### src/rtl/rv32i_core_pkg.sv
// Shared types and constants for the RV32I front end.
// The fetch stage, its buffer and its bus interface all import this package.
package rv32i_core_pkg;

  localparam int unsigned IF_FIFO_DEPTH_DEFAULT = 2;

  typedef struct packed {
    logic [31:0] pc;
    logic [31:0] instr;
  } if_id_payload_t;

  typedef enum logic [1:0] {
    IF_IDLE,
    IF_REQ,
    IF_WAIT
  } if_state_e;

  function automatic logic [31:0] align_word(input logic [31:0] addr);
    return addr & ~32'h3;
  endfunction

endpackage

### src/rtl/rv32i_if_stage_if.sv
// Instruction-memory request/response bus and the fetch-to-decode handshake.
// The master modport is the fetch stage; the slave modport is memory plus decode.
interface rv32i_if_stage_if;
  import rv32i_core_pkg::*;

  logic           imem_req_o;
  logic [31:0]    imem_addr_o;
  logic           imem_gnt_i;
  logic           imem_rvalid_i;
  logic [31:0]    imem_rdata_i;
  logic           if_valid_o;
  if_id_payload_t if_payload_o;
  logic           id_ready_i;

  modport master (
    output imem_req_o, imem_addr_o, if_valid_o, if_payload_o,
    input  imem_gnt_i, imem_rvalid_i, imem_rdata_i, id_ready_i
  );

  modport slave (
    input  imem_req_o, imem_addr_o, if_valid_o, if_payload_o,
    output imem_gnt_i, imem_rvalid_i, imem_rdata_i, id_ready_i
  );
endinterface

### src/rtl/rv32i_fetch_fifo.sv
// Small circular buffer of fetched {pc, instr} entries between fetch and decode.
// Push and pop together are accepted even when full; flush empties it in one cycle.
module rv32i_fetch_fifo
  import rv32i_core_pkg::*;
#(
  parameter int unsigned DEPTH = IF_FIFO_DEPTH_DEFAULT
) (
  input  logic                         clk_i,
  input  logic                         rst_ni,
  input  logic                         push_i,
  input  if_id_payload_t               data_i,
  input  logic                         pop_i,
  input  logic                         flush_i,
  output logic                         full_o,
  output logic                         empty_o,
  output logic [$clog2(DEPTH+1)-1:0]   count_o,
  output if_id_payload_t               head_o
);

  localparam int unsigned PTR_W = $clog2(DEPTH);
  localparam int unsigned CNT_W = $clog2(DEPTH + 1);

  if_id_payload_t   mem_q [DEPTH];
  logic [PTR_W-1:0] wr_ptr_q, rd_ptr_q;
  logic [CNT_W-1:0] count_q;
  logic             do_push, do_pop;

  assign empty_o = (count_q == '0);
  assign full_o  = (count_q == CNT_W'(DEPTH));
  assign do_pop  = pop_i && !empty_o;
  assign do_push = push_i && (!full_o || do_pop);

  always_ff @(posedge clk_i or negedge rst_ni) begin
    if (!rst_ni) begin
      wr_ptr_q <= '0;
      rd_ptr_q <= '0;
      count_q  <= '0;
    end else if (flush_i) begin
      wr_ptr_q <= '0;
      rd_ptr_q <= '0;
      count_q  <= '0;
    end else begin
      if (do_push) wr_ptr_q <= wr_ptr_q + PTR_W'(1);
      if (do_pop)  rd_ptr_q <= rd_ptr_q + PTR_W'(1);
      count_q <= count_q + CNT_W'(do_push) - CNT_W'(do_pop);
    end
  end

  // Storage needs no reset: the stage masks the head while the buffer is empty.
  always_ff @(posedge clk_i) begin
    if (do_push && !flush_i) mem_q[wr_ptr_q] <= data_i;
  end

  assign head_o  = mem_q[rd_ptr_q];
  assign count_o = count_q;

endmodule

### src/rtl/rv32i_if_stage.sv
// RV32I instruction fetch: single-outstanding request engine feeding a small
// instruction buffer, with redirect flush and discard of in-flight responses.
module rv32i_if_stage
  import rv32i_core_pkg::*;
#(
  parameter logic [31:0] BOOT_ADDR  = 32'h0000_0000,
  parameter int unsigned FIFO_DEPTH = IF_FIFO_DEPTH_DEFAULT
) (
  input  logic                    clk_i,
  input  logic                    rst_ni,
  input  logic                    fetch_en_i,
  input  logic                    redirect_i,
  input  logic [31:0]             redirect_pc_i,
  rv32i_if_stage_if.master        bus
);

  localparam int unsigned CNT_W = $clog2(FIFO_DEPTH + 1);

  if_state_e        state_q, state_d;
  logic [31:0]      fetch_pc_q, fetch_pc_d;
  logic [31:0]      req_pc_q, req_pc_d;
  logic             discard_q, discard_d;
  logic             push, pop;
  logic             fifo_full, fifo_empty;
  logic [CNT_W-1:0] fifo_count, eff_count;
  if_id_payload_t   push_data, fifo_head;

  always_comb begin
    state_d        = state_q;
    fetch_pc_d     = fetch_pc_q;
    req_pc_d       = req_pc_q;
    discard_d      = discard_q;
    push           = 1'b0;
    bus.imem_req_o = 1'b0;
    // A redirect empties the buffer this cycle, so issue decisions see it empty.
    eff_count      = redirect_i ? '0 : fifo_count;

    unique case (state_q)
      IF_IDLE: begin
        if (fetch_en_i && (redirect_i || !fifo_full)) state_d = IF_REQ;
      end
      IF_REQ: begin
        bus.imem_req_o = 1'b1;
        if (bus.imem_gnt_i) begin
          state_d    = IF_WAIT;
          req_pc_d   = fetch_pc_q;
          fetch_pc_d = fetch_pc_q + 32'd4;
          discard_d  = redirect_i;
        end
      end
      IF_WAIT: begin
        if (bus.imem_rvalid_i) begin
          push      = !discard_q && !redirect_i;
          discard_d = 1'b0;
          // The completing response occupies a slot if it is kept.
          if (fetch_en_i && ((eff_count + CNT_W'(push)) < CNT_W'(FIFO_DEPTH)))
            state_d = IF_REQ;
          else
            state_d = IF_IDLE;
        end else if (redirect_i) begin
          discard_d = 1'b1;
        end
      end
      default: state_d = IF_IDLE;
    endcase

    if (redirect_i) fetch_pc_d = align_word(redirect_pc_i);
  end

  always_ff @(posedge clk_i or negedge rst_ni) begin
    if (!rst_ni) begin
      state_q    <= IF_IDLE;
      fetch_pc_q <= align_word(BOOT_ADDR);
      req_pc_q   <= '0;
      discard_q  <= 1'b0;
    end else begin
      state_q    <= state_d;
      fetch_pc_q <= fetch_pc_d;
      req_pc_q   <= req_pc_d;
      discard_q  <= discard_d;
    end
  end

  assign push_data = '{pc: req_pc_q, instr: bus.imem_rdata_i};
  assign pop       = bus.if_valid_o && bus.id_ready_i;

  rv32i_fetch_fifo #(
    .DEPTH(FIFO_DEPTH)
  ) u_fifo (
    .clk_i   (clk_i),
    .rst_ni  (rst_ni),
    .push_i  (push),
    .data_i  (push_data),
    .pop_i   (pop),
    .flush_i (redirect_i),
    .full_o  (fifo_full),
    .empty_o (fifo_empty),
    .count_o (fifo_count),
    .head_o  (fifo_head)
  );

  assign bus.imem_addr_o  = fetch_pc_q;
  assign bus.if_valid_o   = !fifo_empty && !redirect_i;
  assign bus.if_payload_o = fifo_empty ? '0 : fifo_head;

endmodule

### src/flat_wrapper.sv
// flat-port wrapper written by rule: the top's interface ports become plain ports
module rv32i_if_stage_flat import rv32i_core_pkg::*;
#(
  parameter logic [31:0] BOOT_ADDR  = 32'h0000_0000,
  parameter int unsigned FIFO_DEPTH = IF_FIFO_DEPTH_DEFAULT
)
  (clk_i, rst_ni, fetch_en_i, redirect_i, redirect_pc_i, bus_imem_req_o, bus_imem_addr_o, bus_if_valid_o, bus_if_payload_o, bus_imem_gnt_i, bus_imem_rvalid_i, bus_imem_rdata_i, bus_id_ready_i);
  rv32i_if_stage_if bus_i ();
  input  logic clk_i;
  input  logic rst_ni;
  input  logic fetch_en_i;
  input  logic redirect_i;
  input  logic [31:0] redirect_pc_i;
  output wire logic [$bits(bus_i.imem_req_o)-1:0] bus_imem_req_o;
  output wire logic [$bits(bus_i.imem_addr_o)-1:0] bus_imem_addr_o;
  output wire logic [$bits(bus_i.if_valid_o)-1:0] bus_if_valid_o;
  output wire logic [$bits(bus_i.if_payload_o)-1:0] bus_if_payload_o;
  input wire logic [$bits(bus_i.imem_gnt_i)-1:0] bus_imem_gnt_i;
  input wire logic [$bits(bus_i.imem_rvalid_i)-1:0] bus_imem_rvalid_i;
  input wire logic [$bits(bus_i.imem_rdata_i)-1:0] bus_imem_rdata_i;
  input wire logic [$bits(bus_i.id_ready_i)-1:0] bus_id_ready_i;
  assign bus_imem_req_o = bus_i.imem_req_o;
  assign bus_imem_addr_o = bus_i.imem_addr_o;
  assign bus_if_valid_o = bus_i.if_valid_o;
  assign bus_if_payload_o = bus_i.if_payload_o;
  assign bus_i.imem_gnt_i = bus_imem_gnt_i;
  assign bus_i.imem_rvalid_i = bus_imem_rvalid_i;
  assign bus_i.imem_rdata_i = bus_imem_rdata_i;
  assign bus_i.id_ready_i = bus_id_ready_i;
  rv32i_if_stage #(.BOOT_ADDR(BOOT_ADDR), .FIFO_DEPTH(FIFO_DEPTH)) u_core (.clk_i(clk_i), .rst_ni(rst_ni), .fetch_en_i(fetch_en_i), .redirect_i(redirect_i), .redirect_pc_i(redirect_pc_i), .bus(bus_i));
endmodule
### config.mk
export PLATFORM = sky130hd
export DESIGN_NAME = rv32i_if_stage_flat
export DESIGN_NICKNAME = d
export VERILOG_FILES = /design/src/rtl/rv32i_core_pkg.sv /design/src/rtl/rv32i_if_stage_if.sv /design/src/rtl/rv32i_fetch_fifo.sv /design/src/rtl/rv32i_if_stage.sv /design/src/flat_wrapper.sv
export SDC_FILE = /design/constraint.sdc
export NUM_CORES = 1
export LEC_CHECK = 0
export CAP_MARGIN = 10
export CORE_MARGIN = 4
export CORE_UTILIZATION = 35
export CTS_CLUSTER_DIAMETER = 80
export CTS_CLUSTER_SIZE = 12
export DETAILED_ROUTE_END_ITERATION = 8
export RECOVER_POWER = 50
export REMOVE_ABC_BUFFERS = 1
export SYNTH_ARGS = -nofsm -noshare
export SYNTH_HDL_FRONTEND = slang
export SYNTH_SLANG_ARGS = --single-unit
### constraint.sdc
create_clock -name clk_i -period 6.5 [get_ports clk_i]
set_input_delay 1.3 -clock clk_i [delete_from_list [all_inputs] [get_ports clk_i]]
set_output_delay 1.3 -clock clk_i [all_outputs]
set_load 0.05 [all_outputs]
==> results of run 1 <==
==> per-stage QoR <==
stage,cells,hold slack [ns]
final,1104,0.472
after global routing,1104,0.487
after CTS,1104,0.474
after detailed placement,1072,0.457
after global placement,1072,0.449
after floorplan,617,0.442
==> Yosys cell counts (8+ instances only) <==
cell and count:
nor2_1 92, clkbuf_1 24, mux2i_1 63, a31oi_1 15, xnor2_1 12, nand2_1 110, dfrtp_1 67, nand3_1 13
o31ai_1 11, or4_1 16, edfxtp_1 124, nand4_1 8, o21ai_0 20
==> kinds of logic after synthesis <==
logic type      after synthesis  synth area share
simple gates                276             0.157
fa+ha+maj                     3           0.00465
flops                       191             0.669
buf+inv                      48            0.0268
mux                          64            0.0795
xor+xnor                     16            0.0174
other cells                   1          0.000465
compound gates               57            0.0450
==> cell type report <==
cell class / instances / area, sq um
Inverter: 6 / 22.5
Clock buffer: 18 / 450
Clock inverter: 14 / 193
Timing Repair Buffer: 170 / 1670
Tap cell: 285 / 357
Fill cell: 2122 / 12100
Sequential cell: 191 / 5400
Multi-Input combinational cell: 420 / 2470
==> registers in the layout (all words and copies together) (netlist names) <==
signal                  flops
u_core.u_fifo.count_o       2
u_core.u_fifo.wr_ptr_q      1
u_core.discard_q            1
u_core.bus.imem_addr_o     30
u_core.u_fifo.rd_ptr_q      1
u_core.u_fifo.mem_q       124
u_core.req_pc_q            30
u_core.state_q              2
==> path summary, 6_finish.rpt <==
kind	endpoint	slack [ns]	cells after the start
min in group asynchronous	u_core.req_pc_q[6]	1.06	2
hold reg to reg	u_core.u_fifo.mem_q[1][49]	0.47	0
setup / recovery	bus_if_valid_o	2.08	3
setup reg to reg	u_core.u_fifo.mem_q[0][2]	3.56	5
hold / removal	u_core.u_fifo.mem_q[1][49]	0.47	0
max in group asynchronous	u_core.u_fifo.rd_ptr_q	4.78	2
==> worst reg2reg max path, delay by kind of cell (launching register included) <==
family | cells | cell delay [ns]
simple gates | 3 | 1.50
flops | 1 | 0.48
buf+inv | 2 | 0.64
==> power by group through the flow <==
| stage | clock (W) | sequential, W | combinational (W) |
|---|---|---|---|
| 2_1_floorplan | 0 | 0.00169 | 0.000408 |
| 3_3_place_gp | 0 | 0.00165 | 0.000730 |
| 3_5_place_dp | 0 | 0.00166 | 0.000736 |
| 4_1_cts | 0.00115 | 0.00163 | 0.000741 |
| 5_1_grt | 0.00120 | 0.00165 | 0.000784 |
| 6_report | 0.00111 | 0.00163 | 0.000720 |
==> routing by layer <==
| metal | wire, um | up-vias | share of wire |
|---|---|---|---|
| li1 | - | 2657 | - |
| met1 | 8890 | 2634 | 0.46 |
| met2 | 9080 | 159 | 0.47 |
| met3 | 1010 | 21 | 0.052 |
| met5 | 0 | - | 0 |
| met4 | 308 | 0 | 0.016 |
==> impl_metrics.csv, run 1 <==
group,metric,value,unit
route,avgRoutedWirePerCell,17.5,um
route,wirelength,19.3,mm
sta,hold_viol,0,
min_path,min_from,"u_core.req_pc_q[17]",
pwr,p_comb_frac,0.208,
worst_setup_path,crit_type,"primary input to output pin",
pwr,p_int,0.00236,W
sta,tns,0,ns
synth,synth_area_per_cell,12.3,sq um
place,post_dp_cell_area,9940,sq um
worst_setup_path,setup.worst_path.end_class,"output pin",
sta,finalCritPeriodShare,0.680,
global_routing,grt_pass1_vias,5396,
pwr,p_total,0.00346,W
worst_setup_path,crit_chain,"dlygate4sd3_1 -> nor2_1 -> clkdlybuf4s50_1",
worst_setup_path,cp.required,5.20,ns
cts,cts_resized,0,
route,dr.first_iter.drc_count,285,
sta,post-route-min-period,4.42,ns
cts,insertion_delay,0.43,ns
cts,numCtsBuffers,17,
cts,cts_htree_levels,4,
die,die_h,160,um
global_routing,met2_usage,0.242,
route,vias_per_cell,4.96,
global_routing,grt_pass1_wl,30.4,mm
global_routing,grtUsageMet3,0.0335,
die,core_area,22600,sq um
synth,syn_area,8070,sq um
run,maxCapViolations,1,
global_routing,grt_most_used_layer,"met2",
pwr,swShare,0.318,
die,die_w,160,um
die,ios,169,
global_routing,grt_start_max_net_pins,68,
worst_setup_path,cp_data_arrival_time,3.12,ns
synth,synth_flop_cell,"edfxtp_1",
synth,synth_area_leaders,"edfxtp_1, dfrtp_1, mux2i_1",
die,std_cell_rows,55,
worst_setup_path,r2r_start,"u_core.u_fifo.count_o[1]",
synth,yosysWarnings,0,
cts,clock_path_buffers,2,
place,dp_hpwl,12.7,mm
global_routing,gr-total-overflow,0,
worst_setup_path,crit_family,"buffers and inverters",
worst_setup_path,crit_path_start_kind,"primary input",
die,dieArea,25600,sq um
sta,finClkSkew,0.00998,ns
worst_setup_path,crit_slowest_cell,"clkdlybuf4s50_1",
worst_setup_path,cp_max_fo,14,
synth,async_flop_share,0.351,
synth,ys_ff_latch,191,
synth,yosysTopAreaCell,"edfxtp_1",
cts,holdBufCountCts,0,
route,drtPass1Iterations,5,
pwr,powerDensity,328,nW/um^2
route,vias,5471,
synth,netlist_instances,656,
sta,maxSlewViolCount,40,
sta,worst_pin_slew,1.89,ns
global_routing,grt.total_usage,0.152,
route,ant_nets,0,
status,violations,"capacitance limit, slew limit",
route,drc_errors,0,
min_path,holdCritPathClass,"flip-flop to flip-flop",
status,outcome,"finished with violations",
pwr,p_seq_frac,0.470,
worst_setup_path,slowest_delay,0.83,ns
global_routing,antenna_found_initial,0,
pwr,leakage,3.72,nW
cts,cts_tree,"done",
sta,rsz0062_at_grt,"false",
layout,final_util,0.466,
synth,ys_seq_area_frac,0.669,
cts,root_buffer,"clkbuf_16",
place,place.gp.congestion,0.758,
pwr,p_switching,0.00110,W
layout,mostFrequentLayoutCells,"clkdlybuf4s50_1, edfxtp_1, nand2_1",
die,start_util,0.356,
cts,post_cts_buffers,0,
layout,fin_nets,880,
global_routing,use_met1,0.205,
layout,design_area,10600,sq um
layout,post_route_cells_drive_above_1_share,0.0549,
place,dp_slack,1.97,ns
place,io_buffers,162,
synth,synth_edf_count,124,
sta,fmax,226,MHz
layout,layout_commonest_cell,"clkdlybuf4s50_1",
pwr,irDropWorstVdd,0.148,mV
sta,setup_viol,0,
cts,clk_pin_slew,0.07,ns
worst_setup_path,critPathLaunch,"redirect_i",
layout,diodes,0,
pwr,clock_power_share,0.322,
layout,syn2layout_area_growth,30.8,%
synth,synth_top_area_share,0.461,
worst_setup_path,path_buf_inv,2,
sta,layout_setup_ws,2.08,ns
synth,synth.distinct_cells,46,
cts,cts.sinks,191,
sta,relSlewSlack,-0.259,
No activity file was read; power rests on OpenSTA's default activity.
==> run 2, diff against run 1 <==
clock period = 4.6 ns   (was 6.5 ns; I/O delays follow)
==> run 2 against run 1 <==
Net effect: combinational power is 43% higher; highest routed layer unchanged; flip-flop and latch count stayed put; global-route usage is 0.086 points higher; setup slack worse by 1.1 ns; final area is 0.12% higher; via count is 0.60% lower; critical path depth is 1 higher; count of clock-buffer cells in the layout is 1 higher; largest power group unchanged; the flow still finishes with violations (capacitance limit, slew limit).
==> impl_metrics.csv, run 2 (synthesized netlist as in run 1, its figures left out) <==
group,metric,value,unit
status,outcome,"finished with violations",
status,violations,"capacitance limit, slew limit",
route,vias_per_cell,4.91,
global_routing,grt_start_max_net_pins,57,
layout,multiInputGateArea,2470,sq um
cts,cts.sinks,191,
sta,post-route-min-period,3.60,ns
layout,mostFrequentLayoutCells,"clkdlybuf4s50_1, edfxtp_1, nand2_1",
route,drtPass1Iterations,5,
route,drc_errors,0,
route,dr.first_iter.drc_count,290,
global_routing,grt_pass1_wl,30.5,mm
sta,hold_viol,0,
run,maxCapViolations,2,
pwr,powerDensity,456,nW/um^2
worst_setup_path,critPathLaunch,"u_core.u_fifo.rd_ptr_q",
place,io_buffers,162,
layout,syn2layout_area_growth,31.0,%
layout,design_area,10600,sq um
die,core_area,22600,sq um
layout,largest_register_ffs,124,
worst_setup_path,crit_path_start_kind,"flip-flop",
die,std_cell_rows,55,
sta,fmax,278,MHz
cts,post_cts_buffers,0,
place,place_inst,1075,
cts,numCtsBuffers,17,
global_routing,gr-total-overflow,0,
cts,holdBufCountCts,0,
die,start_util,0.356,
pwr,irDropWorstVdd,0.252,mV
sta,maxSlewViolCount,72,
pwr,leakage,3.72,nW
cts,cts_tree,"done",
layout,regMostFlops,"u_core.u_fifo.mem_q",
worst_setup_path,cp_max_fo,35,
layout,layout_commonest_cell,"clkdlybuf4s50_1",
cts,clk_pin_slew,0.07,ns
die,die_h,160,um
route,ant_nets,0,
place,dp_hpwl,12.8,mm
cts,clock_path_buffers,2,
layout,regArea,5400,sq um
worst_setup_path,r2r_start,"u_core.state_q[1]",
route,avgRoutedWirePerCell,17.2,um
sta,relSlewSlack,-0.294,
min_path,holdCritPathClass,"flip-flop to flip-flop",
worst_setup_path,setup.worst_path.end_class,"output pin",
min_path,min_from,"u_core.req_pc_q[29]",
route,vias,5438,
die,dieArea,25600,sq um
place,place.gp.congestion,0.747,
global_routing,grt.total_usage,0.152,
sta,finClkSkew,0.00972,ns
cts,cts_htree_levels,4,
layout,fin_nets,883,
layout,n_fill_cell,2130,
global_routing,antenna_found_initial,0,
die,ios,169,
cts,insertion_delay,0.43,ns
worst_setup_path,ff2ff_setup_slack,1.74,ns
sta,worst_pin_slew,1.94,ns
route,wirelength,19.0,mm
sta,finalCritPeriodShare,0.782,
die,die_w,160,um
sta,rsz0062_at_grt,"false",
layout,post_route_cells_drive_above_1_share,0.0608,
worst_setup_path,cp.required,3.68,ns
place,post_dp_cell_area,9990,sq um
sta,setup_viol,0,
layout,fin_cells,1107,
layout,diodes,0,
worst_setup_path,cp_data_arrival_time,2.68,ns
cts,cts_resized,0,
cts,root_buffer,"clkbuf_16",
worst_setup_path,crit_type,"flip-flop to output pin",
pwr,p_total,0.00482,W
global_routing,grt_pass1_vias,5374,
## run 2: stage by stage
step	worst slack (ns)	hold slack (ns)	utilization	TNS [ns]
floorplan	-0.00649	0.442	-	-0.403
global placement	1.15	0.448	0.441	0
detailed placement	1.15	0.455	0.441	0
CTS	0.880	0.472	0.468	0
global route	0.855	0.491	0.467	0
finish	1.00	0.473	0.467	0
## run 2: worst paths after layout
path,cells after the start,end
max,4,bus_if_payload_o[48]
min reg2reg,0,u_core.u_fifo.mem_q[1][61]
max reg2reg,5,u_core.bus.imem_addr_o[16]
max in group asynchronous,2,u_core.state_q[1]
min in group asynchronous,1,u_core.req_pc_q[6]
min,0,u_core.u_fifo.mem_q[1][61]
## run 2: power by group
group / internal [W] / switching, W / total [W] / leakage (nW)
clock network: 0.000844 / 0.000658 / 0.00150 / 0.298
registers: 0.00211 / 0.000186 / 0.00229 / 1.93
logic: 0.000364 / 0.000662 / 0.00103 / 1.49
## run 2: per-layer routing
| layer | global-route usage | share of wire | up-vias |
|---|---|---|---|
| met4 | 0.0501 | 0.017 | 0 |
| met2 | 0.245 | 0.48 | 149 |
| met3 | 0.0305 | 0.046 | 20 |
| met5 | 0 | 0 | - |
| met1 | 0.209 | 0.46 | 2622 |
| li1 | - | - | 2647 |
## run 2: layout make-up
type | instances | area share
Clock inverter | 13 | 0.0146
Timing Repair Buffer | 173 | 0.162
Sequential cell | 191 | 0.511
Tap cell | 285 | 0.0337
Multi-Input combinational cell | 420 | 0.233
Clock buffer | 19 | 0.0428
Inverter | 6 | 0.00213
## run 2: worst max-delay path, cell delays in order (launching register included)
cell             delay (ns)
dfrtp_4                0.81
buf_12                 0.34
mux2i_1                0.12
nor2_1                 0.09
clkdlybuf4s50_1        0.89
==> run 3, diff against run 2 <==
clock period = 3.2 ns   (was 4.6 ns; I/O delays follow)
==> run 3 against run 2 <==
Net effect: the flow now finishes without violations; via count rose by 1.2%; clock power rose by 50%; utilization rose by 0.077 points; setup slack got worse by 0.82 ns; final area rose by 0.17%; total power rose by 46%; flip-flop and latch count did not move; sequential power rose by 44%; global-route usage fell by 0.43 points; critical path type unchanged; largest power group unchanged.
==> impl_metrics.csv, run 3 (synthesized netlist as in run 1, its figures left out) <==
group,metric,value,unit
layout,largest_register_ffs,124,
die,std_cell_rows,55,
worst_setup_path,crit_slowest_cell,"clkdlybuf4s50_1",
cts,clock_path_buffers,2,
sta,tns,0,ns
worst_setup_path,setup.worst_path.end_class,"output pin",
worst_setup_path,cp_data_arrival_time,2.38,ns
global_routing,grt_pass1_wl,29.9,mm
layout,post_route_cells_drive_above_1_share,0.0884,
worst_setup_path,crit_path_start_kind,"flip-flop",
sta,hold_viol,0,
sta,worst_pin_slew,1.15,ns
worst_setup_path,slowest_delay,0.70,ns
die,die_h,160,um
global_routing,grt.total_usage,0.148,
cts,cts_resized,0,
worst_setup_path,crit_chain,"nor2_4 -> buf_12 -> nor2_1 -> clkdlybuf4s50_1",
layout,layout_commonest_cell,"edfxtp_1",
pwr,powerDensity,664,nW/um^2
sta,fmax,332,MHz
route,wirelength,18.9,mm
route,vias,5504,
place,io_buffers,162,
sta,maxSlewViolCount,0,
layout,regMostFlops,"u_core.u_fifo.mem_q",
layout,mostFrequentLayoutCells,"edfxtp_1, nand2_1, clkdlybuf4s50_1",
route,ant_nets,0,
cts,holdBufCountCts,0,
cts,post_cts_buffers,0,
cts,clk_pin_slew,0.07,ns
global_routing,grt_start_max_net_pins,63,
worst_setup_path,cp.required,2.56,ns
die,die_w,160,um
route,dr.first_iter.drc_count,263,
layout,diodes,0,
pwr,irDropWorstVdd,0.354,mV
route,drtPass1Iterations,4,
worst_setup_path,crit_type,"flip-flop to output pin",
sta,setup_viol,0,
layout,fin_nets,887,
sta,finClkSkew,0.00926,ns
cts,insertion_delay,0.43,ns
place,place.gp.congestion,0.759,
place,post_dp_cell_area,10000,sq um
worst_setup_path,cp_max_fo,32,
pwr,p_total,0.00703,W
route,avgRoutedWirePerCell,17.0,um
cts,cts_tree,"done",
die,dieArea,25600,sq um
sta,finalCritPeriodShare,0.942,
run,maxCapViolations,0,
route,drc_errors,0,
cts,numCtsBuffers,17,
die,start_util,0.356,
layout,final_util,0.468,
cts,cts.sinks,191,
cts,cts_htree_levels,4,
die,ios,169,
sta,relSlewSlack,0.235,
min_path,holdCritPathClass,"primary input to asynchronous set/reset pin",
place,dp_hpwl,12.7,mm
cts,root_buffer,"clkbuf_16",
layout,design_area,10600,sq um
status,outcome,"completed",
global_routing,gr-total-overflow,0,
global_routing,grt_pass1_vias,5439,
pwr,leakage,3.80,nW
sta,rsz0062_at_grt,"false",
layout,syn2layout_area_growth,31.2,%
global_routing,antenna_found_initial,0,
route,vias_per_cell,4.95,
die,core_area,22600,sq um
sta,post-route-min-period,3.02,ns
layout,n_fill_cell,2067,
## run 3: critical path: cells and delay by family (launching register included)
| kind | cells | cell delay, ns |
|---|---|---|
| simple gates | 2 | 0.51 |
| buf+inv | 2 | 0.96 |
| flops | 1 | 0.47 |
## run 3: cell type report
class	count	area (sq um)	area share
Timing Repair Buffer	177	1700	0.161
Inverter	6	22.5	0.00213
Clock buffer	19	475	0.0449
Tap cell	285	357	0.0337
Clock inverter	13	161	0.0152
Multi-Input combinational cell	420	2470	0.233
Sequential cell	191	5400	0.510
## run 3: final timing paths
| check | startpoint | end | slack (ns) | cells past startpoint |
|---|---|---|---|---|
| worst min register to register | u_core.req_pc_q[3] | u_core.u_fifo.mem_q[0][35] | 0.47 | 0 |
| min in group clk_i | u_core.req_pc_q[3] | u_core.u_fifo.mem_q[0][35] | 0.47 | 0 |
| worst max register to register | u_core.bus.imem_addr_o[2] | u_core.bus.imem_addr_o[26] | 0.75 | 5 |
| worst min-delay path | rst_ni | u_core.bus.imem_addr_o[8] | 0.27 | 1 |
| max in group asynchronous | rst_ni | u_core.bus.imem_addr_o[21] | 1.44 | 2 |
| worst max-delay path | u_core.u_fifo.count_o[1] | bus_if_payload_o[30] | 0.18 | 4 |
## run 3: metrics by stage
step | instances | setup slack [ns] | hold slack, ns
after CTS | 1111 | 0.0882 | 0.0946
final | 1111 | 0.184 | 0.266
after detailed placement | 1079 | 0.328 | 0.456
after global routing | 1111 | 0.0555 | 0.301
after global placement | 1079 | 0.369 | 0.449
after floorplan | 617 | -1.32 | 0.344
## run 3: routing by layer
| metal | GRT usage | wire length (um) | up-vias |
|---|---|---|---|
| met3 | 0.0286 | 867 | 24 |
| met1 | 0.198 | 8710 | 2670 |
| li1 | - | - | 2654 |
| met2 | 0.241 | 8950 | 156 |
| met5 | 0 | 0 | - |
| met4 | 0.0567 | 413 | 0 |
## run 3: power by group
group          switching [W]  internal [W]  total, W
clock network       0.000974       0.00127   0.00225
logic               0.000964      0.000527   0.00149
registers           0.000262       0.00303   0.00329
total                0.00220       0.00483   0.00703
